===== src/rtl/sram_mem_controller.sv =====
`default_nettype none
// ============================================================================
// Module   : sram_mem_controller
// Purpose  : Splits 32-bit MEM-stage loads/stores into two 16-bit accesses on
//            an asynchronous SRAM and freezes the pipeline while they run.
// Revision : 1.0 - initial release
// ============================================================================
module sram_mem_controller #(
    parameter int BASE_ADDR   = 1024,
    parameter int SRAM_AW     = 18,
    parameter int HALF_CYCLES = 2
) (
    input  logic               clk,
    input  logic               rst_n,
    input  logic               wr_en,
    input  logic               rd_en,
    input  logic [31:0]        address,
    input  logic [31:0]        write_data,
    output logic [31:0]        read_data,
    output logic               ready,
    output logic               sram_freeze,
    output logic [SRAM_AW-1:0] sram_addr,
    output logic [15:0]        sram_dq_out,
    input  logic [15:0]        sram_dq_in,
    output logic               sram_dq_oe,
    output logic               sram_we_n,
    output logic               sram_oe_n
);

    localparam logic [3:0] c_last = 4'(HALF_CYCLES - 1);

    if (HALF_CYCLES < 2 || HALF_CYCLES > 15) begin : g_bad_half_cycles
        $error("sram_mem_controller: HALF_CYCLES must be 2..15");
    end

    typedef enum logic [1:0] {
        IDLE = 2'd0,
        LO   = 2'd1,
        HI   = 2'd2,
        DONE = 2'd3
    } state_t;

    state_t               r_state, w_state_n;
    logic [3:0]           r_cnt, w_cnt_n;
    logic                 r_op, w_op_n;          // 1 = write
    logic [SRAM_AW-2:0]   r_widx, w_widx_n;
    logic [31:0]          r_wdata, w_wdata_n;

    logic [31:0]          r_read_data;
    logic                 r_ready, w_ready_n;
    logic [SRAM_AW-1:0]   r_sram_addr, w_sram_addr_n;
    logic [15:0]          r_dq_out, w_dq_out_n;
    logic                 r_dq_oe, w_dq_oe_n;
    logic                 r_we_n, w_we_n_n;
    logic                 r_oe_n, w_oe_n_n;

    logic [31:0]          w_offset;
    logic [SRAM_AW-2:0]   w_widx_in;
    logic                 w_unused_offset_bits;
    logic                 w_req;
    logic                 w_cap_lo, w_cap_hi;

    assign w_req     = wr_en | rd_en;
    assign w_offset  = address - 32'(BASE_ADDR);
    assign w_widx_in = w_offset[SRAM_AW:2];
    assign w_unused_offset_bits = ^{w_offset[31:SRAM_AW+1], w_offset[1:0]};

    // Read halves are sampled on the last cycle of each half, when the SRAM
    // output has had the full half period to settle.
    assign w_cap_lo = (r_state == LO) && !r_op && (r_cnt == c_last);
    assign w_cap_hi = (r_state == HI) && !r_op && (r_cnt == c_last);

    always_comb begin
        w_state_n = r_state;
        w_cnt_n   = r_cnt;
        w_op_n    = r_op;
        w_widx_n  = r_widx;
        w_wdata_n = r_wdata;
        case (r_state)
            IDLE: begin
                if (w_req) begin
                    w_state_n = LO;
                    w_cnt_n   = 4'd0;
                    w_op_n    = wr_en;
                    w_widx_n  = w_widx_in;
                    w_wdata_n = write_data;
                end
            end
            LO: begin
                if (r_cnt == c_last) begin
                    w_state_n = HI;
                    w_cnt_n   = 4'd0;
                end else begin
                    w_cnt_n = r_cnt + 4'd1;
                end
            end
            HI: begin
                if (r_cnt == c_last) begin
                    w_state_n = DONE;
                    w_cnt_n   = 4'd0;
                end else begin
                    w_cnt_n = r_cnt + 4'd1;
                end
            end
            DONE:    w_state_n = IDLE;
            default: w_state_n = IDLE;
        endcase
    end

    // Pin values are computed for the upcoming state so every SRAM strobe
    // leaves a flop and cannot glitch.
    always_comb begin
        w_sram_addr_n = r_sram_addr;
        w_dq_out_n    = r_dq_out;
        w_dq_oe_n     = 1'b0;
        w_we_n_n      = 1'b1;
        w_oe_n_n      = 1'b1;
        w_ready_n     = (w_state_n == DONE);
        if (w_state_n == LO || w_state_n == HI) begin
            w_sram_addr_n = {w_widx_n, (w_state_n == HI)};
            if (w_op_n) begin
                w_dq_out_n = (w_state_n == HI) ? w_wdata_n[31:16] : w_wdata_n[15:0];
                w_dq_oe_n  = 1'b1;
                w_we_n_n   = (w_cnt_n == c_last);
            end else begin
                w_oe_n_n = 1'b0;
            end
        end
    end

    always_ff @(posedge clk) begin
        if (!rst_n) begin
            r_state     <= IDLE;
            r_cnt       <= 4'd0;
            r_op        <= 1'b0;
            r_widx      <= '0;
            r_wdata     <= 32'd0;
            r_read_data <= 32'd0;
            r_ready     <= 1'b0;
            r_sram_addr <= '0;
            r_dq_out    <= 16'd0;
            r_dq_oe     <= 1'b0;
            r_we_n      <= 1'b1;
            r_oe_n      <= 1'b1;
        end else begin
            r_state     <= w_state_n;
            r_cnt       <= w_cnt_n;
            r_op        <= w_op_n;
            r_widx      <= w_widx_n;
            r_wdata     <= w_wdata_n;
            r_ready     <= w_ready_n;
            r_sram_addr <= w_sram_addr_n;
            r_dq_out    <= w_dq_out_n;
            r_dq_oe     <= w_dq_oe_n;
            r_we_n      <= w_we_n_n;
            r_oe_n      <= w_oe_n_n;
            if (w_cap_lo) r_read_data[15:0]  <= sram_dq_in;
            if (w_cap_hi) r_read_data[31:16] <= sram_dq_in;
        end
    end

    assign sram_freeze = ((r_state == IDLE) && w_req) || (r_state == LO) || (r_state == HI);
    assign read_data   = r_read_data;
    assign ready       = r_ready;
    assign sram_addr   = r_sram_addr;
    assign sram_dq_out = r_dq_out;
    assign sram_dq_oe  = r_dq_oe;
    assign sram_we_n   = r_we_n;
    assign sram_oe_n   = r_oe_n;

endmodule
`default_nettype wire

===== config.mk =====
export PLATFORM = sky130hd
export DESIGN_NAME = sram_mem_controller
export DESIGN_NICKNAME = d
export VERILOG_FILES = /design/src/rtl/sram_mem_controller.sv
export SDC_FILE = /design/constraint.sdc
export NUM_CORES = 1
export LEC_CHECK = 0
export CORE_MARGIN = 4
export CORE_UTILIZATION = 50
export DETAILED_ROUTE_END_ITERATION = 10
export GPL_TIMING_DRIVEN = 0
export PLACE_DENSITY = 0.89
export REMOVE_ABC_BUFFERS = 1
export SLEW_MARGIN = 10
export SYNTH_ARGS = -nofsm -noshare
export SYNTH_HDL_FRONTEND = slang
export SYNTH_SLANG_ARGS = --single-unit

===== constraint.sdc =====
create_clock -name clk -period 4.81 [get_ports clk]
set_input_delay 0.481 -clock clk [delete_from_list [all_inputs] [get_ports clk]]
set_output_delay 0.481 -clock clk [all_outputs]
set_load 0.05 [all_outputs]

==> impl_metrics.tcl, run 1 <==
set metrics [dict create \
    status "complete, no violations" \
    combPwrFrac 0.288 \
    crit_fanout 34 \
    grt_pass1_vias 4332 \
    clockBufferDepth 2 \
    start_util 0.5221 \
    syn_inst 531 \
    gp_congestion 0.8088 \
    wire_per_inst_um 15.82 \
    yosysSeqAreaShare 0.5131 \
    final_util 0.7443 \
    hp-class "reg2reg" \
    placementRows 35 \
    period_needed_ps 3317 \
    multiInputGateArea_sq_um 2220 \
    synth_cell_types 44 \
    power.total_w 0.003550 \
    die_y_um 107.2 \
    final-setup-viol-count 0 \
    max_freq_ghz 0.3015 \
    grt_pass1_wl_um 20290 \
    power.leakage_nw 2.726 \
    insertion_delay_ps 500 \
    clkSinkCount 126 \
    cp-start-kind "register" \
    grt.total_usage 0.2194 \
    cts_resized 0 \
    antenna_found_initial 0 \
    p_seq_frac 0.350 \
    overflow 0 \
    drv_cap 0 \
    final.period_utilization 0.6896 \
    setup_ws_ps 1493 \
    yosys_warnings 0 \
    path_class "reg2reg" \
    fin_skew_ps 9.007 \
    die_width_um 107.2 \
    cts_buffers 17 \
    p_per_area_nw_per_um2 506.5 \
    seqCellArea_sq_um 2522 \
    postRouteAntennaNets 0 \
    reg2reg_depth 8 \
    drc_errors 0 \
    yosys_register_bits 126 \
    max_slew_margin 0.2660 \
    critPathCaptureType "register" \
    synth.avg_cell_area_sq_um 9.258 \
    routed_wl_um 12640 \
    timing.final.hold_violations 0 \
    drtIter0Drc 133 \
    p_clk_frac 0.362 \
    dr_total_vias 4273 \
    vias_per_cell 5.348 \
    dp_hpwl_um 8488 \
    final_nets 750 \
    tritoncts "built" \
    core-area_sq_um 9415 \
    area_growth_syn_to_layout_pct 42.56 \
    antennaDiodeCount 0 \
    cts_max_level 4 \
    port_buffers 139 \
    grt_max_degree 65 \
    p_sw_w 0.001172 \
    place_ws_ps 1389 \
    holdPathStages 2 \
    synth_edf_count 0 \
    ir_drop_v 0.0003379 \
    drive_gt1_frac 0.06866 \
    die_area_sq_um 11480 \
    cts.hold.buffers_added 0 \
    post_cts_buffers 0 \
    first_pass_iters 5 \
    async_flop_share 0 \
    cts-root-buf "clkbuf_8" \
    io-pin-count 155 \
    synth-main-ff-cell "dfxtp_1" \
    syn_area_sq_um 4916 \
    switching_share 0.3302 \
    worst_pin_slew_ps 1101 \
    crit_arrival_ps 3690 \
    rsz0062_at_grt "no" \
    path_clk_slew_ps 60 \
    drv_slew 0 \
    required_ps 5190 \
    intPower_w 0.002378 \
    num-fill-cells 652 \
]
[metrics by stage]
step / cell area (sq um) / hold slack [ps] / setup TNS, ps / instances
after floorplan: 4765 / 443.0 / 0 / 496
after global placement: 6317 / 441.6 / -64600 / 764
after CTS: 7008 / 455.8 / 0 / 799
after detailed placement: 6410 / 447.9 / 0 / 767
final: 7008 / 456.1 / 0 / 799
after global routing: 7008 / 480.6 / 0 / 799
[sequential cells by signal (all words and copies together) (netlist names), 2 cells and up]
register and count:
r_state 2, sram_addr 18, sram_dq_out 16, read_data 32, r_cnt 4, r_wdata 32
r_widx 17
[worst paths after layout]
check                                           startpoint                          to  slack (ps)
worst max-delay path                   r_cnt[0]$_SDFF_PN0_  sram_addr[12]$_SDFFE_PN0P_        1490
worst min-delay path            read_data[17]$_SDFFE_PN0P_  read_data[17]$_SDFFE_PN0P_         460
worst max register to register         r_cnt[0]$_SDFF_PN0_  sram_addr[12]$_SDFFE_PN0P_        1490
worst min register to register  read_data[17]$_SDFFE_PN0P_  read_data[17]$_SDFFE_PN0P_         460
[area by class of cell]
cell class,instances,area share
sequential,126,0.3599
clock buffer,18,0.05963
clock inverter,14,0.02571
multi-input combinational,360,0.3167
inverter,10,0.005713
tap,129,0.02303
timing repair buffer,142,0.2092
[routing by layer]
layer  track usage  share of wire  wire length [um]  vias up
met1        0.2522           0.40              5063     2041
met5             0              0                 0        -
met2        0.3883           0.52              6540      146
li1              -              -                 -     2071
met4       0.07123          0.012               155        0
met3       0.06502          0.070               881       15
[Yosys cell counts (2+ instances only)]
cell / count / area (sq um)
nor3_1: 7 / 35.03
o31a_1: 2 / 17.52
nor2b_1: 2 / 12.51
or3_1: 4 / 25.02
a21oi_1: 41 / 205.2
nand2b_1: 5 / 31.28
nor2_1: 63 / 236.5
nand3_1: 6 / 30.03
ha_1: 9 / 112.6
or3b_2: 3 / 26.28
mux2i_1: 58 / 580.6
nand3b_1: 2 / 15.01
buf_1: 4 / 15.01
dfxtp_1: 126 / 2522
o21ai_0: 11 / 55.05
nand2_1: 83 / 311.6
o21a_1: 11 / 82.58
inv_1: 10 / 37.54
buf_2: 10 / 50.05
clkbuf_1: 20 / 75.07
and2_1: 8 / 50.05
a22o_1: 17 / 148.9
a311o_1: 2 / 20.02
or2_2: 3 / 18.77
o211a_1: 2 / 20.02
o31ai_1: 3 / 22.52
nor3b_1: 2 / 15.01
[critical path: stages, from the launching register on]
cell      delay, ps
dfxtp_1         440
ha_1            240
or3b_2          500
a21o_1          200
a21boi_0        350
inv_1            90
ha_1            960
nand2b_1        280
o21ai_0         130
[cells by family after synthesis]
family | Yosys count | share of synthesized area
DFF | 126 | 0.5131
buffers and inverters | 45 | 0.03843
and+or+nand+nor | 192 | 0.1721
muxes | 58 | 0.1181
AOI/OAI and AO/OA | 100 | 0.1336
xor gates and xnor gates | 1 | 0.001782
adders and majority gates | 9 | 0.02291
[power by group through the flow]
stage | Combinational [W] | Sequential, W | Clock, W
2_1_floorplan | 0.000445 | 0.00150 | 0
3_3_place_gp | 0.000998 | 0.00126 | 0
3_5_place_dp | 0.00102 | 0.00126 | 0
4_1_cts | 0.00103 | 0.00124 | 0.00130
5_1_grt | 0.00110 | 0.00125 | 0.00135
6_report | 0.00102 | 0.00124 | 0.00129
[cells in the final DEF (no fill, tap or decap), drive strengths merged, types with 4 or more instances in the layout]
cell	instances
a21oi	41
a22o	17
and2	8
clkbuf	18
clkdlybuf4s50	139
dfxtp	126
ha	9
inv	16
mux2i	58
nand2	83
nand2b	5
nand3	6
nor2	63
nor3	7
o21a	11
o21ai	12
or3	4
Note: power is estimated with default switching activity, not from simulation.
==> run 2: changes to the inputs <==
--- a/config.mk
+++ b/config.mk
@@ -6,10 +6,10 @@
 export NUM_CORES = 1
 export LEC_CHECK = 0
 export CORE_MARGIN = 4
-export CORE_UTILIZATION = 50
+export CORE_UTILIZATION = 46
 export DETAILED_ROUTE_END_ITERATION = 10
 export GPL_TIMING_DRIVEN = 0
-export PLACE_DENSITY = 0.89
+export PLACE_DENSITY = 0.83
 export REMOVE_ABC_BUFFERS = 1
 export SLEW_MARGIN = 10
 export SYNTH_ARGS = -nofsm -noshare
==> constraint.sdc (replaced) <==
create_clock -name clk -period 3.3 [get_ports clk]
set_input_delay 0.33 -clock clk [delete_from_list [all_inputs] [get_ports clk]]
set_output_delay 0.33 -clock clk [all_outputs]
set_load 0.05 [all_outputs]
==> run 2 against run 1 <==
Against the previous run: combinational power increased by 48%; global-route usage decreased by 1.5 points; cell count increased by 1.0%; register-to-register slack got worse by 1200 ps; die area increased by 8.0%; total power increased by 40%; worst setup slack got worse by 1200 ps; sequential power increased by 45%.
==> impl_metrics.tcl, run 2 (synthesis gave the netlist of run 1 again) <==
set metrics [dict create \
    status "complete, no violations" \
    dr_total_vias 4220 \
    post_cts_buffers 0 \
    path_class "reg2out" \
    final_nets 751 \
    final_common_cell "clkdlybuf4s50_1" \
    cts.hold.buffers_added 0 \
    drtIter0Drc 232 \
    max_slew_margin 0.4698 \
    fin_skew_ps 7.080 \
    critPathCaptureType "output port" \
    drv_slew 0 \
    p_seq_frac 0.364 \
    intPower_w 0.003261 \
    period_needed_ps 3026 \
    cp-start-kind "register" \
    insertion_delay_ps 510 \
    core-area_sq_um 10370 \
    ir_drop_v 0.0004629 \
    setup_ws_ps 274.4 \
    grt_max_degree 67 \
    max_freq_ghz 0.3305 \
    final_util 0.6725 \
    die_width_um 111.4 \
    wire_per_inst_um 15.36 \
    first_pass_iters 6 \
    p_clk_frac 0.332 \
    rsz0062_at_grt "no" \
    io-pin-count 155 \
    final.period_utilization 0.9168 \
    setup-tns-final_ps 0 \
    path_clk_slew_ps 60 \
    drive_gt1_frac 0.07303 \
    timing.final.hold_violations 0 \
    antenna_found_initial 0 \
    hp-class "in2reg" \
    final-setup-viol-count 0 \
    drc_errors 0 \
    crit_arrival_ps 2700 \
    postRouteAntennaNets 0 \
    clockBufferDepth 2 \
    dp_hpwl_um 8601 \
    gp_congestion 0.8325 \
    power.leakage_nw 2.701 \
    cts_buffers 17 \
    mostFrequentLayoutCells "clkdlybuf4s50_1 (139), dfxtp_1 (126), nand2_1 (83)" \
    drv_cap 0 \
    die_y_um 111.4 \
    cts_max_level 4 \
    grt.total_usage 0.2040 \
    tritoncts "built" \
    switching_share 0.3418 \
    instances_no_fill 807 \
    placementRows 37 \
    antennaDiodeCount 0 \
    p_sw_w 0.001694 \
    p_per_area_nw_per_um2 710.5 \
    crit_fanout 10 \
    start_util 0.4741 \
    required_ps 2970 \
    place_ws_ps 32.71 \
    grt_pass1_vias 4325 \
    vias_per_cell 5.229 \
    cts-root-buf "clkbuf_8" \
    grt_pass1_wl_um 20600 \
    dp_cells 775 \
    worst_pin_slew_ps 792.3 \
    hold_slack_ps 397.5 \
    combPwrFrac 0.304 \
    overflow 0 \
    routed_wl_um 12390 \
    port_buffers 139 \
    die_area_sq_um 12400 \
    area_growth_syn_to_layout_pct 41.87 \
    clkSinkCount 126 \
]
## run 2: power by group through the flow
stage | Combinational (W) | Sequential [W] | Clock, W
2_1_floorplan | 0.000648 | 0.00219 | 0
5_1_grt | 0.00162 | 0.00183 | 0.00175
6_report | 0.00151 | 0.00180 | 0.00164
3_5_place_dp | 0.00151 | 0.00184 | 0
3_3_place_gp | 0.00146 | 0.00183 | 0
4_1_cts | 0.00152 | 0.00181 | 0.00167
## run 2: timing repair
action	4_1_cts	5_1_grt
endpoints found under the setup margin	1	0
hold endpoints to repair	0	0
gates resized for setup	1	0
## run 2: final cells by class
type                            count  area, sq um
Fill cell                         825         3396
Sequential cell                   126         2522
Multi-Input combinational cell    360         2222
Timing Repair Buffer              143         1485
Clock buffer                       18        427.9
Tap cell                          136        170.2
Clock inverter                     14        106.4
Inverter                           10        40.04
## run 2: final timing paths
| path | from | cells after the start | slack, ps | endpoint |
|---|---|---|---|---|
| worst max-delay path | r_state[0]$_SDFF_PN0_ | 5 | 270 | sram_freeze |
| worst min-delay path | sram_dq_in[4] | 3 | 400 | read_data[4]$_SDFFE_PN0P_ |
| worst max register to register | r_cnt[0]$_SDFF_PN0_ | 8 | 280 | sram_addr[14]$_SDFFE_PN0P_ |
| worst min register to register | read_data[8]$_SDFFE_PN0P_ | 2 | 450 | read_data[8]$_SDFFE_PN0P_ |
## run 2: critical path: stages (launching register included)
cell             delay [ps]
dfxtp_1                 330
inv_1                   100
ha_1                    370
o21a_1                  410
or3_1                   170
clkdlybuf4s50_1         810
## run 2: metal layers
| metal | wire length [um] | up-vias | global-route usage |
|---|---|---|---|
| li1 | - | 2066 | - |
| met1 | 5086 | 1991 | 0.2338 |
| met2 | 6220 | 143 | 0.3526 |
| met3 | 875 | 20 | 0.07120 |
| met4 | 210 | 0 | 0.07380 |
| met5 | 0 | - | 0 |
## run 2: stage by stage
step / power, W / cell area [sq um]
after global placement: 0.003290 / 6326
final: 0.004955 / 6974
after floorplan: 0.002837 / 4765
after CTS: 0.004999 / 6974
after detailed placement: 0.003342 / 6437
after global routing: 0.005193 / 6974
==> run 3: changes to the inputs <==
--- a/config.mk
+++ b/config.mk
@@ -5,12 +5,14 @@
 export SDC_FILE = /design/constraint.sdc
 export NUM_CORES = 1
 export LEC_CHECK = 0
+export ABC_CLOCK_PERIOD_IN_PS = 3300
 export CORE_MARGIN = 4
 export CORE_UTILIZATION = 46
 export DETAILED_ROUTE_END_ITERATION = 10
 export GPL_TIMING_DRIVEN = 0
 export PLACE_DENSITY = 0.83
 export REMOVE_ABC_BUFFERS = 1
+export SKIP_CTS_REPAIR_TIMING = 1
 export SLEW_MARGIN = 10
 export SYNTH_ARGS = -nofsm -noshare
 export SYNTH_HDL_FRONTEND = slang
==> results of run 3 <==
No change in the layout: final DEF, timing and power equal those of run 2.
